<file path="src/rtl/sdram_arbiter.sv">
// rtl/sdram_arbiter.sv - two-port arbiter serialising m0/m1 requests onto the SDRAM controller host port
// Define SDRAM_ARB_ROUND_ROBIN_EN for round-robin contention; default build gives m0 fixed priority.
module sdram_arbiter #(
   parameter int HADDR_WIDTH = 24,
   parameter int DATA_WIDTH  = 16
) (
   input  logic                   clk,
   input  logic                   rst,
   input  logic                   m0_wr_req,
   input  logic                   m0_rd_req,
   input  logic [HADDR_WIDTH-1:0] m0_addr,
   input  logic [DATA_WIDTH-1:0]  m0_wr_data,
   output logic                   m0_ack,
   output logic [DATA_WIDTH-1:0]  m0_rd_data,
   output logic                   m0_rd_valid,
   input  logic                   m1_wr_req,
   input  logic                   m1_rd_req,
   input  logic [HADDR_WIDTH-1:0] m1_addr,
   input  logic [DATA_WIDTH-1:0]  m1_wr_data,
   output logic                   m1_ack,
   output logic [DATA_WIDTH-1:0]  m1_rd_data,
   output logic                   m1_rd_valid,
   output logic                   ctl_wr_enable,
   output logic                   ctl_rd_enable,
   output logic [HADDR_WIDTH-1:0] ctl_addr,
   output logic [DATA_WIDTH-1:0]  ctl_wr_data,
   input  logic                   ctl_busy,
   input  logic [DATA_WIDTH-1:0]  ctl_rd_data,
   input  logic                   ctl_rd_ready
);
   localparam logic [1:0] S_IDLE      = 2'd0;
   localparam logic [1:0] S_ISSUE     = 2'd1;
   localparam logic [1:0] S_WAIT_BUSY = 2'd2;
   localparam logic [1:0] S_WAIT_DONE = 2'd3;

   logic [1:0]             r_state;
   logic                   r_op_wr;
   logic                   r_owner;
   logic                   r_rd_seen;
   logic [3:0]             r_wait_cnt;
   logic [HADDR_WIDTH-1:0] r_ctl_addr;
   logic [DATA_WIDTH-1:0]  r_ctl_wr_data;
   logic [DATA_WIDTH-1:0]  r_m0_rd_data;
   logic [DATA_WIDTH-1:0]  r_m1_rd_data;
   logic                   r_m0_rd_valid;
   logic                   r_m1_rd_valid;

   logic w_m0_req;
   logic w_m1_req;
   logic w_grant;
   logic w_winner;
   logic w_win_wr;
   logic w_rd_ret;

   assign w_m0_req = m0_wr_req | m0_rd_req;
   assign w_m1_req = m1_wr_req | m1_rd_req;
   assign w_grant  = (r_state == S_IDLE) && (w_m0_req || w_m1_req) && !ctl_busy;

`ifdef SDRAM_ARB_ROUND_ROBIN_EN
   // r_last_grant holds the owner of the previous grant; contention goes to the other port
   logic r_last_grant;

   assign w_winner = (w_m0_req && w_m1_req) ? ~r_last_grant : w_m1_req;

   always_ff @(posedge clk) begin
      if (rst) begin
         r_last_grant <= 1'b1;
      end else if (w_grant) begin
         r_last_grant <= w_winner;
      end
   end
`else
   assign w_winner = ~w_m0_req & w_m1_req;
`endif

   // write beats read when one port raises both
   assign w_win_wr = w_winner ? m1_wr_req : m0_wr_req;
   assign w_rd_ret = (r_state == S_WAIT_DONE) && !r_op_wr && !r_rd_seen && ctl_rd_ready;

   always_ff @(posedge clk) begin
      if (rst) begin
         r_state       <= S_IDLE;
         r_op_wr       <= 1'b0;
         r_owner       <= 1'b0;
         r_rd_seen     <= 1'b0;
         r_wait_cnt    <= 4'd0;
         r_ctl_addr    <= '0;
         r_ctl_wr_data <= '0;
         r_m0_rd_data  <= '0;
         r_m1_rd_data  <= '0;
         r_m0_rd_valid <= 1'b0;
         r_m1_rd_valid <= 1'b0;
      end else begin
         r_m0_rd_valid <= 1'b0;
         r_m1_rd_valid <= 1'b0;
         case (r_state)
            S_IDLE: begin
               if (w_grant) begin
                  r_state       <= S_ISSUE;
                  r_owner       <= w_winner;
                  r_op_wr       <= w_win_wr;
                  r_ctl_addr    <= w_winner ? m1_addr : m0_addr;
                  r_ctl_wr_data <= w_winner ? m1_wr_data : m0_wr_data;
               end
            end
            S_ISSUE: begin
               r_state    <= S_WAIT_BUSY;
               r_wait_cnt <= 4'd0;
               r_rd_seen  <= 1'b0;
            end
            S_WAIT_BUSY: begin
               // give up after 15 cycles without busy and treat the command as complete
               if (ctl_busy) begin
                  r_state <= S_WAIT_DONE;
               end else if (r_wait_cnt == 4'd14) begin
                  r_state <= S_IDLE;
               end else begin
                  r_wait_cnt <= r_wait_cnt + 4'd1;
               end
            end
            S_WAIT_DONE: begin
               if (r_op_wr) begin
                  if (!ctl_busy) begin
                     r_state <= S_IDLE;
                  end
               end else begin
                  if (w_rd_ret) begin
                     r_rd_seen <= 1'b1;
                     if (r_owner) begin
                        r_m1_rd_data  <= ctl_rd_data;
                        r_m1_rd_valid <= 1'b1;
                     end else begin
                        r_m0_rd_data  <= ctl_rd_data;
                        r_m0_rd_valid <= 1'b1;
                     end
                  end
                  if ((r_rd_seen || ctl_rd_ready) && !ctl_busy) begin
                     r_state <= S_IDLE;
                  end
               end
            end
            default: r_state <= S_IDLE;
         endcase
      end
   end

   assign ctl_wr_enable = (r_state == S_ISSUE) &&  r_op_wr;
   assign ctl_rd_enable = (r_state == S_ISSUE) && !r_op_wr;
   assign m0_ack        = (r_state == S_ISSUE) && !r_owner;
   assign m1_ack        = (r_state == S_ISSUE) &&  r_owner;
   assign ctl_addr      = r_ctl_addr;
   assign ctl_wr_data   = r_ctl_wr_data;
   assign m0_rd_data    = r_m0_rd_data;
   assign m1_rd_data    = r_m1_rd_data;
   assign m0_rd_valid   = r_m0_rd_valid;
   assign m1_rd_valid   = r_m1_rd_valid;
endmodule
</file>
<file path="config.mk">
export PLATFORM = sky130hd
export DESIGN_NAME = sdram_arbiter
export DESIGN_NICKNAME = d
export VERILOG_FILES = /design/src/rtl/sdram_arbiter.sv
export SDC_FILE = /design/constraint.sdc
export NUM_CORES = 1
export LEC_CHECK = 0
export CORE_MARGIN = 10
export CORE_UTILIZATION = 45
export DETAILED_ROUTE_END_ITERATION = 6
export GPL_TIMING_DRIVEN = 1
export PLACE_DENSITY = 0.85
export SLEW_MARGIN = 10
export SYNTH_ARGS = -nofsm -noshare
export SYNTH_HDL_FRONTEND = slang
export SYNTH_SLANG_ARGS = --single-unit
</file>
<file path="constraint.sdc">
create_clock -name clk -period 3.1 [get_ports clk]
set_input_delay 0.62 -clock clk [delete_from_list [all_inputs] [get_ports clk]]
set_output_delay 0.62 -clock clk [all_outputs]
set_load 0.1 [all_outputs]
</file>
* After elaboration in Yosys (flattened, before gate mapping)
Index checks and enable logic that the tools add are counted.
Word-level totals: register bits after elaboration 83, input port bits 104, word-level logic and storage cells 76, output and inout port bits 78
Cells by class: eq/ne operators 12, bitwise logic cells 8, mux-type cells 18, add/subtract/negate cells 1, reduce and logical (&&, ||, !) cells 26
Operators by type and width (count):
- $mux W24 | 1
- $mux W16 | 1
- $mux W2 | 6
- $reduce_and A4 Y1 | 3
- $logic_and A1 B1 Y1 | 10
- $ne A2 B2 Y1 const B | 5
- $mux W4 | 2
- $pmux W2 S4 | 1
- $pmux W4 S2 | 1
- $ne A3 B3 Y1 const B | 2
- $reduce_and A3 Y1 | 2
- $mux W1 | 5
- $not A1 Y1 | 5
- $add A4 B1 Y4 const B | 1
- $eq A2 B2 Y1 const B | 2
- $eq A4 B4 Y1 const B | 1
- $logic_not A1 Y1 | 4
- $reduce_bool A2 Y1 | 2
- $reduce_or A4 Y1 | 1
- $ne A3 B2 Y1 const B | 1
- $eq A2 B1 Y1 const B | 1
- $logic_not A2 Y1 | 1
- $logic_or A1 B1 Y1 | 2
- $or A1 B1 Y1 | 2
- 3 further kinds | 3

* Logic depth before layout (Yosys ltp)
Gate-level depths: netlist of run 1.
depth after elaboration 7, mapped depth 6, depth with buffers taken out 5

* Worst setup path after synthesis of run 1
OpenSTA, ideal clock, no wires.
path kind flip-flop to output port, from register r_state[0], to output ctl_rd_enable, path slack 0.551 ns, stages on the path, launching flop included 4, data required time 2.480 ns, path buffers 1, arrival 1.929 ns, path through dfxtp_1 -> clkbuf_1 -> nand2b_1 -> nor2_1
On the way: word-level cells in the longest chain between the ends 2
RTL lines:
- start: declaration | line 36 | logic [1:0] r_state;
- start signal: assignment | line 82 | r_state <= S_IDLE;
- start signal: assignment | line 99 | r_state <= S_ISSUE;
- start signal: assignment | line 107 | r_state <= S_WAIT_BUSY;
- $eq A2 B1 Y1 | line 148 | assign ctl_rd_enable = (r_state == S_ISSUE) && !r_op_wr;
- $logic_and A1 B1 Y1 | line 148
- end: declaration | line 24 | output logic ctl_rd_enable,
No other way between the ends.

* Final worst setup path of run 1
from input m0_rd_req, to register r_ctl_wr_data[0], in the netlist ctl_wr_data[0]
On the way: word-level cells in the longest chain between the ends 5, elaborated cells on any way between the ends 8, those cells by class mux (1); bitwise (3); reduce/logical (4)
RTL lines:
- start: declaration | line 10 | input logic m0_rd_req,
- $or A1 B1 Y1 (*) | line 55 | assign w_m0_req = m0_wr_req | m0_rd_req;
- $logic_or A1 B1 Y1 | line 57 | assign w_grant = (r_state == S_IDLE) && (w_m0_req || w_m1_req) && !ctl_busy;
- $logic_and A1 B1 Y1 (2 in series) | line 57
- $reduce_and A2 Y1 (no source line)
- end signal: assignment | line 103 | r_ctl_wr_data <= w_winner ? m1_wr_data : m0_wr_data;
- end: declaration | line 42 | logic [DATA_WIDTH-1:0] r_ctl_wr_data;
Mark *: on every way between the ends. The rest lies on a longest branch, timed or not. A chain may end at the register's enable or synchronous reset.

==> flow_summary.toml, run 1 <==
[worst_setup_path]
rrSetupSlack_ns = 1.05
r2r-start = "r_state[1]"
rr_endpoint = "ctl_addr[3]"
crit_path_end_kind = "flop"
required_ns = 3.34
critPathMaxFanout = 41
worst_setup_path_start_kind = "primary input"
worstPathArrival_ns = 2.70
rr_worst_depth = 3
crit_type = "primary input to flop"

[status]
outcome = "finished, final reports clean"

[run]
maxCapViolCount = 0

[floorplanning]
io_pins = 182
initial_core_util_pct = 46.53
die_y_um = 115.2
rows = 34
die_x_um = 115.2
die_area_um2 = 13270
core_um2 = 8763

[detailed_routing]
wl_mm = 13.08
drc_errors = 0
wire_per_inst_um = 18.81
viasPerCell = 5.647
ant_nets = 0
dr.pass1.iters = 4
drt_iter0_drc = 287
via_count = 3925

[sta]
fin_skew_ns = 0.01568
holdWs_ns = 0.4792
layout_min_cycle_time_ns = 2.460
fin_crit_sh_pct = 79.36
relSlewSlack_pct = 19.46
setup_violations = 0
tns_ns = 0
grt_setup_unrepaired = "no"
final-max-slew-violation-count = 0
fmax_ghz = 0.4065
setup_ws_ns = 0.6398
worst_pin_slew_ns = 1.208
finalHoldViolCount = 0

[global_route]
grt_max_degree = 89
track_usage_pct = 18.82
grt_pass1_wl_mm = 20.58
grt.overflow.total = 0
antenna_found_initial = 0
grt_pass1_vias = 4022

[cells_and_area]
stdcell_count = 695
area_growth_pct = 43.82
utilization_pct = 66.92
final_area_um2 = 5864
n_antenna_cell = 0
nets = 689
drive_above_1_share_pct = 25.38

[power]
intPower_mw = 1.825
p_switching_mw = 1.174
vdd.ir_drop.worst_v = 0.0002998
p_leak_nw = 2.227
p_sw_share_pct = 39.14
power_frac_seq_pct = 39.6
cellPowerDensity_nw_per_um2 = 511.4
power_frac_comb_pct = 35.6
total_power_mw = 2.999
clkPwrFrac_pct = 24.8

[placed_design]
place.port_buffers = 181
placed_area_um2 = 5682
dpl.hpwl_mm = 9.571
dp.cells = 680
dp_slack_ns = 0.2882
place.gp.congestion = 0.8079

[clock_tree]
ctsHtreeMaxLevel = 3
cts_root_buffer = "clkbuf_8"
cts-resized-gates = 0
cts_buffers = 9
hold_buffers = 0
clk_latency_ns = 0.34
cts_tree = "yes"
cts.reportedPaths.clkPinSlew_ns = 0.08
clock_sinks = 83
clockBufferDepth = 2
post_cts_buffers = 0

[synthesis]
syn-num-nets = 536
netlist_instances = 430
netlist_area_um2 = 4078
yosysUniqueCellTypes = 37
postSynthAreaPerCell_um2 = 9.483
yosysWarnings = 0
ys_seq_area_share_pct = 40.75
synth-seq-cells = 83

[hold_path]
hp-start = "m0_rd_data[12]"
hold-path-endpoint = "m0_rd_data[12]"
hold_path_class = "flop to flop"
worstHoldPathCells = 2
## worst max path at each step
| stage | startpoint | to |
|---|---|---|
| 3_3_place_gp | m0_rd_req | ctl_wr_data[0] |
| 4_1_cts | m0_rd_req | ctl_wr_data[0] |
| 2_1_floorplan | r_state[0] | ctl_rd_enable |
| 3_5_place_dp | m0_rd_req | ctl_wr_data[0] |
| 5_1_grt | m0_rd_req | ctl_wr_data[0] |
| 6_report | m0_rd_req | ctl_wr_data[0] |
## cell families (layout without fill, tap and decap cells)
family,Yosys count,in the layout,share of synthesized area [%]
muxes,32,32,7.855
and+or+nand+nor,126,126,18.01
DFF,83,83,40.75
buffers and inverters,50,207,5.615
AOI/OAI and AO/OA,137,137,27.16
adders and majority gates,2,2,0.6136
## cell usage after synthesis
master	count	area, µm²
nor3_2	1	10.01
buf_6	5	56.30
o22ai_1	1	6.260
nor3_1	3	15.01
and4b_1	1	10.01
a311oi_1	1	8.760
and4_1	1	8.760
a21oi_1	47	235.2
inv_1	3	11.26
o21ba_2	1	10.01
clkbuf_1	39	146.4
o21ai_0	41	205.2
nor3b_1	1	7.510
a311oi_2	39	585.6
nand4_1	1	6.260
and3b_1	1	8.760
nor4_1	1	6.260
buf_2	3	15.01
or3b_1	1	8.760
or3_1	2	12.51
nand3b_1	1	7.510
nor4_2	1	12.51
or2_2	2	12.51
a211oi_1	2	15.01
ha_1	2	25.02
nand3_1	43	215.2
nor2_1	7	26.28
nand2_1	2	7.510
o211ai_1	3	22.52
and3_1	1	6.260
and2_1	3	18.77
nand2b_1	51	319.1
dfxtp_1	83	1662
or4_1	2	15.01
a31oi_1	1	6.260
mux2i_1	32	320.3
a211oi_2	1	12.51
## cell usage in the layout, fill, tap and decap left out, drive strengths merged, types with 2 or more instances in the layout
master | Yosys | final
and2 | 3 | 3
mux2i | 32 | 32
o21ai | 41 | 41
clkdlybuf4s50 | 0 | 102
inv | 3 | 3
or2 | 2 | 2
buf | 8 | 87
o211ai | 3 | 3
clkinv | 0 | 2
nand2b | 51 | 51
a211oi | 3 | 3
nor3 | 4 | 4
nor2 | 7 | 7
or4 | 2 | 2
nor4 | 2 | 2
a311oi | 40 | 40
dfxtp | 83 | 83
a21oi | 47 | 47
clkbuf | 39 | 10
nand3 | 43 | 43
clkinvlp | 0 | 2
ha | 2 | 2
or3 | 2 | 2
nand2 | 2 | 2
## layer usage
layer / up-vias / wire length [µm] / GRT usage, %
met5: - / 0 / 0
met4: 0 / 257 / 6.601
met3: 18 / 1589 / 8.750
met2: 179 / 5795 / 28.87
met1: 1838 / 5431 / 22.65
li1: 1890 / - / -
## cell type report
type / instances / area (µm²)
Fill cell: 713 / 2899
Multi-Input combinational cell: 297 / 2200
Timing Repair Buffer: 189 / 1674
Sequential cell: 83 / 1662
Tap cell: 108 / 135.1
Clock buffer: 10 / 127.6
Clock inverter: 5 / 55.05
Inverter: 3 / 11.26
## state kept, by name (all words and copies together) (netlist names)
signal,count
ctl_addr,24
ctl_wr_data,16
m0_rd_data,16
m0_rd_valid,1
m1_rd_data,16
m1_rd_valid,1
r_op_wr,1
r_owner,1
r_rd_seen,1
r_state,2
r_wait_cnt,4
## power by group through the flow
stage | logic [mW] | registers, mW | clock network, mW
2_1_floorplan | 0.336 | 1.64 | 0
3_3_place_gp | 1.06 | 1.21 | 0
3_5_place_dp | 1.07 | 1.21 | 0
4_1_cts | 1.07 | 1.19 | 0.766
5_1_grt | 1.12 | 1.19 | 0.807
6_report | 1.07 | 1.19 | 0.745
## worst max-delay path, stage by stage
cell and delay [ns]:
clkdlybuf4s50_1 0.46, or4_1 0.59, and2_2 0.61, a311oi_1 0.38
Note: power is estimated with default switching activity, not from simulation.
==> run 2: changes to the inputs <==
- CORE_UTILIZATION: 45 -> 42
- PLACE_DENSITY: 0.85 -> 0.81
- clock period: 3.1 -> 2.3 ns (I/O delays scaled with it)
==> flow_summary.toml, run 2 (synthesis gave the netlist of run 1 again) <==
[status]
outcome = "finished, final reports clean"

[cells_and_area]
drive_above_1_share_pct = 26.88
n_antenna_cell = 0
final_common_cell = "clkdlybuf4s50_1"
final_cell_mix = "102 x clkdlybuf4s50_1, 88 x buf_4, 83 x dfxtp_1, 51 x nand2b_1, 47 x a21oi_1"
nets = 700
stdcell_count = 728
area_growth_pct = 49.83
largest_register_ffs = 24

[clock_tree]
cts-resized-gates = 0
hold_buffers = 0
clock_sinks = 83
cts_root_buffer = "clkbuf_8"
cts_tree = "yes"
cts_buffers = 9
ctsHtreeMaxLevel = 3
clk_latency_ns = 0.36
post_cts_buffers = 0
cts.reportedPaths.clkPinSlew_ns = 0.08
clockBufferDepth = 2

[power]
power_frac_seq_pct = 38.6
intPower_mw = 2.542
cellPowerDensity_nw_per_um2 = 679.5
p_switching_mw = 1.609
p_leak_nw = 2.330
clkPwrFrac_pct = 25.3
p_sw_share_pct = 38.77
vdd.ir_drop.worst_v = 0.0003814
power_frac_comb_pct = 36.1

[detailed_routing]
wire_per_inst_um = 18.18
viasPerCell = 5.420
drt_iter0_drc = 251
via_count = 3946
wl_mm = 13.24
drc_errors = 0
ant_nets = 0
dr.pass1.iters = 4

[global_route]
track_usage_pct = 18.34
antenna_found_initial = 0
grt.overflow.total = 0
grt_pass1_wl_mm = 21.70
grt_pass1_vias = 4159
grt_max_degree = 74

[worst_setup_path]
rrSetupSlack_ns = 0.74
cpMaxStageDelayCell = "dfxtp_1"
crit_chain = "inv_1 -> nor2_1 -> and2_1 -> buf_12"
rr_worst_depth = 4
r2r-start = "r_state[1]"
critPathMaxFanout = 8
crit_path_end_kind = "primary output"
worst_setup_path_start_kind = "flop"
slowest_delay_ns = 0.51
crit_type = "flop to primary output"
worstPathArrival_ns = 1.65
rr_endpoint = "m0_rd_data[1]"
required_ns = 1.84

[sta]
setup_violations = 0
tns_ns = 0
fmax_ghz = 0.4743
fin_skew_ns = 0.01043
grt_setup_unrepaired = "no"
fin_crit_sh_pct = 91.67
worst_pin_slew_ns = 0.6795
layout_min_cycle_time_ns = 2.108
relSlewSlack_pct = 54.70
final-max-slew-violation-count = 0
finalHoldViolCount = 0

[hold_path]
hold_path_class = "flop to flop"
hold-path-endpoint = "m0_rd_data[15]"
hp-start = "m0_rd_data[15]"
worstHoldPathCells = 2

[placed_design]
place.port_buffers = 181
place.gp.congestion = 0.7768
dpl.hpwl_mm = 9.848
dp.cells = 712

[floorplanning]
io_pins = 182
die_x_um = 118.5
die_area_um2 = 14050
rows = 35
core_um2 = 9328
initial_core_util_pct = 43.72
die_y_um = 118.5

[run]
maxCapViolCount = 0
[run 2: cell count changes in the layout (fill, tap and decap cells not counted), sizes merged]
cell,before,now
clkinvlp,2,1
clkinv,2,3
buf,87,98
clkbuf,10,11
[run 2: per-layer routing]
metal / vias to the layer above / share of wire (%) / global-route usage, %
met4: 0 / 1.4 / 6.183
li1: 1908 / - / -
met2: 159 / 45 / 28.80
met5: - / 0 / 0
met1: 1866 / 43 / 21.63
met3: 13 / 10 / 8.472
[run 2: critical path: cells and delay by family (launching register included)]
kind / cells / cell delay [ns]
AND/OR/NAND/NOR: 2 / 0.47
flip-flops: 1 / 0.51
buffers and inverters: 2 / 0.32
[run 2: through the flow]
| step | util [%] | instance area, µm² | power, mW | hold WS (ns) | setup slack (ns) |
|---|---|---|---|---|---|
| after CTS | 65.50 | 6110 | 4.183 | 0.4794 | 0.1853 |
| after detailed placement | 63.42 | 5916 | 3.135 | 0.4657 | 0.02445 |
| after global routing | 65.50 | 6110 | 4.324 | 0.4948 | 0.09087 |
| final | 65.50 | 6110 | 4.151 | 0.4767 | 0.1916 |
| after global placement | 63.42 | 5916 | 3.111 | 0.4603 | 0.1539 |
| after floorplan | - | 4078 | 2.667 | 0.5003 | -0.08933 |
[run 2: worst max path at each step]
stage,from,depth (start not counted),to,slack [ns]
4_1_cts,r_state[0],4,m1_ack,0.19
3_3_place_gp,m0_wr_req,5,ctl_wr_data[1],0.15
5_1_grt,r_state[0],4,m1_ack,0.09
3_5_place_dp,m0_wr_req,5,ctl_wr_data[14],0.02
2_1_floorplan,r_state[0],3,ctl_rd_enable,-0.09
6_report,r_state[0],4,m1_ack,0.19
[run 2: power groups by stage]
stage | logic (mW) | clock network, mW | registers (mW)
2_1_floorplan | 0.453 | 0 | 2.21
3_3_place_gp | 1.48 | 0 | 1.63
3_5_place_dp | 1.50 | 0 | 1.63
4_1_cts | 1.50 | 1.08 | 1.60
5_1_grt | 1.57 | 1.14 | 1.61
6_report | 1.50 | 1.05 | 1.60
[run 2: area by class of cell]
cell class              instances  area [µm²]
clock inverters                 5       52.55
inverters                       3       11.26
flip-flops and latches         83        1662
fillers                       759        3218
repair buffers                200        1882
multi-input cells             297        2200
clock buffers                  11       141.4
well taps                     129       161.4
==> RTL change 1 (config.mk and constraints of run 1) <==
The option `SDRAM_ARB_ROUND_ROBIN_EN` is turned on by a define.
--- a/src/rtl/sdram_arbiter.sv
+++ b/src/rtl/sdram_arbiter.sv
@@ -2,2 +2,4 @@
 // Define SDRAM_ARB_ROUND_ROBIN_EN for round-robin contention; default build gives m0 fixed priority.
+`define SDRAM_ARB_ROUND_ROBIN_EN
+
 module sdram_arbiter #(
Check against the original RTL: not equivalent (a bounded check fails within 10 cycles, from zero or initial values and one cycle with rst high).
==> RTL change 1 against run 1 <==
Synthesized area rose by 1.4%; sequential cell count rose by 1; total power rose by 10%; worst setup slack improved by 0.067 ns; cell area rose by 3.2%; combinational power rose by 7%; via count rose by 2.3%; final cell count rose by 1.6%; wire length rose by 2.6%.
==> RTL change 1: results <==
group,metric,value,unit
placement,gp_congestion,0.857,
yosys,synth.avg_cell_area,9.50,sq um
placement,dp_hpwl,9.85,mm
critical_path,critPathMaxFanout,41,
final_layout,nFillCells,698,
sta,clock.fmax,0.418,GHz
global_route,grt_use_total,0.193,
cts,clock_latency,0.35,ns
power,switchingPower,1.27,mW
sta,fin_worst_skew,0.0120,ns
yosys,synthTopCellsByArea,"dfxtp_1, a311oi_2, mux2i_1, nand2b_1, a21oi_1",
sta,worst_slew_pin_slew,1.20,ns
global_route,met3_usage,0.0935,
yosys,syn_nets,541,
power,ir_worst_vdd,284,uV
placement,dp_cells,690,
routing,drt_iter0_markers,263,
global_route,grt_max_degree,76,
routing,avgViaCountPerCell,5.69,
global_route,grt_pass1_vias,4113,
outcome,outcome,"completed",
yosys,synth_seq_area_share,0.407,
cts,clock_tree.buffer_depth,2,
critical_path,r2r_slack,1.03,ns
global_route,grt_pass1_wl,20.9,mm
global_route,grt_use_met1,0.229,
yosys,synth_cell_types,44,
placement,dp_slack,0.333,ns
power,p_leak,2.32,nW
global_route,antenna_found_initial,0,
sta,hold-worst-slack,0.483,ns
routing,routedWlPerCell,19.0,um
final_layout,drive_gt1_frac,0.264,
routing,vias,4017,
final_layout,fin_nets,699,
placement,dpl_cell_area,5800,sq um
global_route,use_met2,0.308,
sta,layout_setup_ws,0.707,ns
yosys,synth_commonest_cells,"dfxtp_1, nand2b_1, a21oi_1",
critical_path,arrival,2.64,ns
RTL change 1: cell type report:
| type | instances | area, sq um | area share |
|---|---|---|---|
| inverters | 3 | 11.3 | 0.00186 |
| clock inverters | 7 | 124 | 0.0205 |
| clock buffers | 9 | 124 | 0.0205 |
| well taps | 108 | 135 | 0.0223 |
| repair buffers | 194 | 1740 | 0.287 |
| flip-flops and latches | 84 | 1680 | 0.278 |
| multi-input cells | 301 | 2240 | 0.370 |
RTL change 1: worst paths after layout:
kind / end / start / depth (start not counted)
worst max-delay path: r_op_wr$_SDFFE_PP0P_ / m1_rd_req / 4
worst min-delay path: m0_rd_data[2]$_SDFFE_PP0P_ / m0_rd_data[2]$_SDFFE_PP0P_ / 2
worst max register to register: ctl_wr_data[2]$_SDFFE_PP0P_ / r_state[1]$_SDFFE_PP0P_ / 3
worst min register to register: m0_rd_data[2]$_SDFFE_PP0P_ / m0_rd_data[2]$_SDFFE_PP0P_ / 2
RTL change 1: cell families (layout without fill, tap and decap cells):
group | Yosys count | after routing | share of synthesized area
adders and majority gates | 2 | 2 | 0.00605
buffers and inverters | 50 | 213 | 0.0575
AOI/OAI and AO/OA | 142 | 142 | 0.277
DFF | 84 | 84 | 0.407
muxes | 32 | 32 | 0.0775
and+or+nand+nor | 125 | 125 | 0.175
RTL change 1: routing by layer:
metal | wire [um] | part of all wire | up-vias
met1 | 5550 | 0.41 | 1899
li1 | - | - | 1924
met5 | 0 | 0 | -
met4 | 167 | 0.012 | 0
met3 | 1520 | 0.11 | 13
met2 | 6160 | 0.46 | 181
RTL change 1: worst max-delay path, stage by stage:
cell             delay [ns]
clkdlybuf4s50_1        0.47
or4_4                  0.57
and2_2                 0.61
a31o_2                 0.37
RTL change 1: power by group through the flow:
| stage | Combinational, mW | Sequential [mW] | Clock (mW) |
|---|---|---|---|
| floorplan | 0.373 | 1.67 | 0 |
| global placement | 1.14 | 1.22 | 0 |
| detailed placement | 1.15 | 1.23 | 0 |
| CTS | 1.16 | 1.20 | 0.966 |
| global route | 1.21 | 1.21 | 1.02 |
| finish | 1.15 | 1.20 | 0.957 |
==> RTL change 2 (settings of run 1) <==
Made on the original files. The parameter `HADDR_WIDTH` goes from 24 to 28.
--- a/src/rtl/sdram_arbiter.sv
+++ b/src/rtl/sdram_arbiter.sv
@@ -3,3 +3,3 @@
 module sdram_arbiter #(
-   parameter int HADDR_WIDTH = 24,
+   parameter int HADDR_WIDTH = 28,
    parameter int DATA_WIDTH  = 16
Interface: changed (resized ctl_addr, m0_addr and m1_addr); port bits go from 182 to 194. The function was not compared with the original's and may differ.
==> RTL change 2 against run 1 <==
Final cell count increased by 4.9%; clock power increased by 29%; synthesized area decreased by 4.8%; core utilization increased by 4.2 points; sequential share of layout area increased by 1.2 points; non-clock buffer count increased by 18; total power increased by 8.2%; worst setup slack improved by 0.16 ns; cell area increased by 0.70%; critical path depth decreased by 1; global-route usage increased by 2.0 points; sequential cell count increased by 4; wire length increased by 7.4%; largest power group unchanged; highest routed layer unchanged.
==> RTL change 2: results <==
group,metric,value,unit
critical_path,setup.worst_path.end,"ctl_wr_enable",
global_route,use_met2,0.325,
outcome,outcome,"completed",
critical_path,critPathMaxFanout,9,
power,ir_worst_vdd,319,uV
placement,dp_hpwl,10.3,mm
cts,htreeDepth,3,
critical_path,r2r_cells,3,
cts,numCtsBuffers,9,
final_layout,diodes,0,
power,p_comb_frac,0.322,
power,powerDensity,550,nW/um^2
final_layout,drive_gt1_frac,0.194,
yosys,synth_commonest_cells,"dfxtp_1, a21oi_1, nand2_1",
yosys,synthArstFlopShare,0,
yosys,synth_cell_types,38,
yosys,synthTopCellsByArea,"dfxtp_1, a311oi_1, mux2i_1, a21oi_1, nand3_1",
hold_path,min-delay-start,"m0_rd_data[14]$_SDFFE_PP0P_",
placement,dp_cells,713,
cts,clock_tree.buffer_depth,2,
placement,dp_slack,0.579,ns
routing,avgViaCountPerCell,5.66,
sta,period_needed,2.30,ns
global_route,grt_max_degree,56,
power,seq_power,1.24,mW
routing,drt_iter0_markers,295,
global_route,grt_use_total,0.208,
cts,post-cts-setup-buffers,0,
routing,wl,14.0,mm
global_route,grt_use_met1,0.237,
critical_path,arrival,1.68,ns
critical_path,regToRegEndpoint,"r_wait_cnt[3]$_SDFFE_PP0P_",
yosys,syn_nets,565,
global_route,met3_usage,0.0993,
sta,slew_headroom,0.569,
cts,clock_latency,0.35,ns
global_route,grt_pass1_vias,4267,
final_layout,largest_register_ffs,28,
hold_path,hp-class,"flop to flop",
sta,fin_worst_skew,0.0125,ns
placement,gp_congestion,0.787,
global_route,grt_pass1_wl,22.0,mm
cts,cts.clk_slew.worst_paths,0.08,ns
critical_path,worstSetupPathType,"flop to primary output",
yosys,synth.avg_cell_area,8.60,sq um
critical_path,crit_path_start,"r_state[0]$_SDFFE_PP0P_",
critical_path,r2r_slack,1.27,ns
routing,routedWlPerCell,19.3,um
power,p_leak,2.33,nW
yosys,synth_seq_area_share,0.449,
placement,dpl_cell_area,5660,sq um
routing,dr.pass1.iters,7,
final_layout,fin_nets,733,
power,p_int,2.05,mW
yosys,yosys_warnings,0,
placement,port_buffers,193,
RTL change 2: changes by cell type after synthesis, moves of 3 or more:
cell / run 1 / this run
a21oi_1: 47 / 51
a311oi_1: 1 / 44
a311oi_2: 39 / 0
buf_1: 0 / 4
buf_2: 3 / 9
buf_6: 5 / 2
clkbuf_1: 39 / 34
dfxtp_1: 83 / 87
nand2_1: 2 / 50
nand2b_1: 51 / 0
o21ai_0: 41 / 36
o21ai_1: 0 / 9
RTL change 2: worst min path at each step:
stage / cells after the start / end / slack (ns)
after detailed placement: 2 / m0_rd_data[14]$_SDFFE_PP0P_ / 0.45
after global routing: 2 / m0_rd_data[8]$_SDFFE_PP0P_ / 0.49
final: 2 / m0_rd_data[14]$_SDFFE_PP0P_ / 0.46
after global placement: 2 / m1_rd_data[8]$_SDFFE_PP0P_ / 0.44
after floorplan: 2 / r_wait_cnt[3]$_SDFFE_PP0P_ / 0.47
after CTS: 2 / m0_rd_data[14]$_SDFFE_PP0P_ / 0.46
RTL change 2: cell type report:
class	count	area, sq um
clock buffers	9	124
clock inverters	7	124
fillers	652	2390
inverters	4	15.0
multi-input cells	310	1920
flip-flops and latches	87	1740
well taps	105	131
repair buffers	207	1850
RTL change 2: cells by family after synthesis:
| kind of cell | synth area share |
|---|---|
| buffers and inverters | 0.0593 |
| flip-flops | 0.449 |
| multiplexers | 0.0826 |
| adder cells (fa/ha/maj) | 0.00645 |
| AO/OA/AOI/OAI | 0.238 |
| AND/OR/NAND/NOR | 0.164 |
RTL change 2: layer usage:
layer,up-vias,share of wire
li1,1995,-
met1,1908,0.39
met2,197,0.46
met3,25,0.12
met4,0,0.027
met5,-,0
RTL change 2: worst max-delay path, stage by stage (launching register included):
cell and delay [ns]:
dfxtp_1 0.48, nor2b_1 0.36, and2_1 0.20, buf_4 0.29
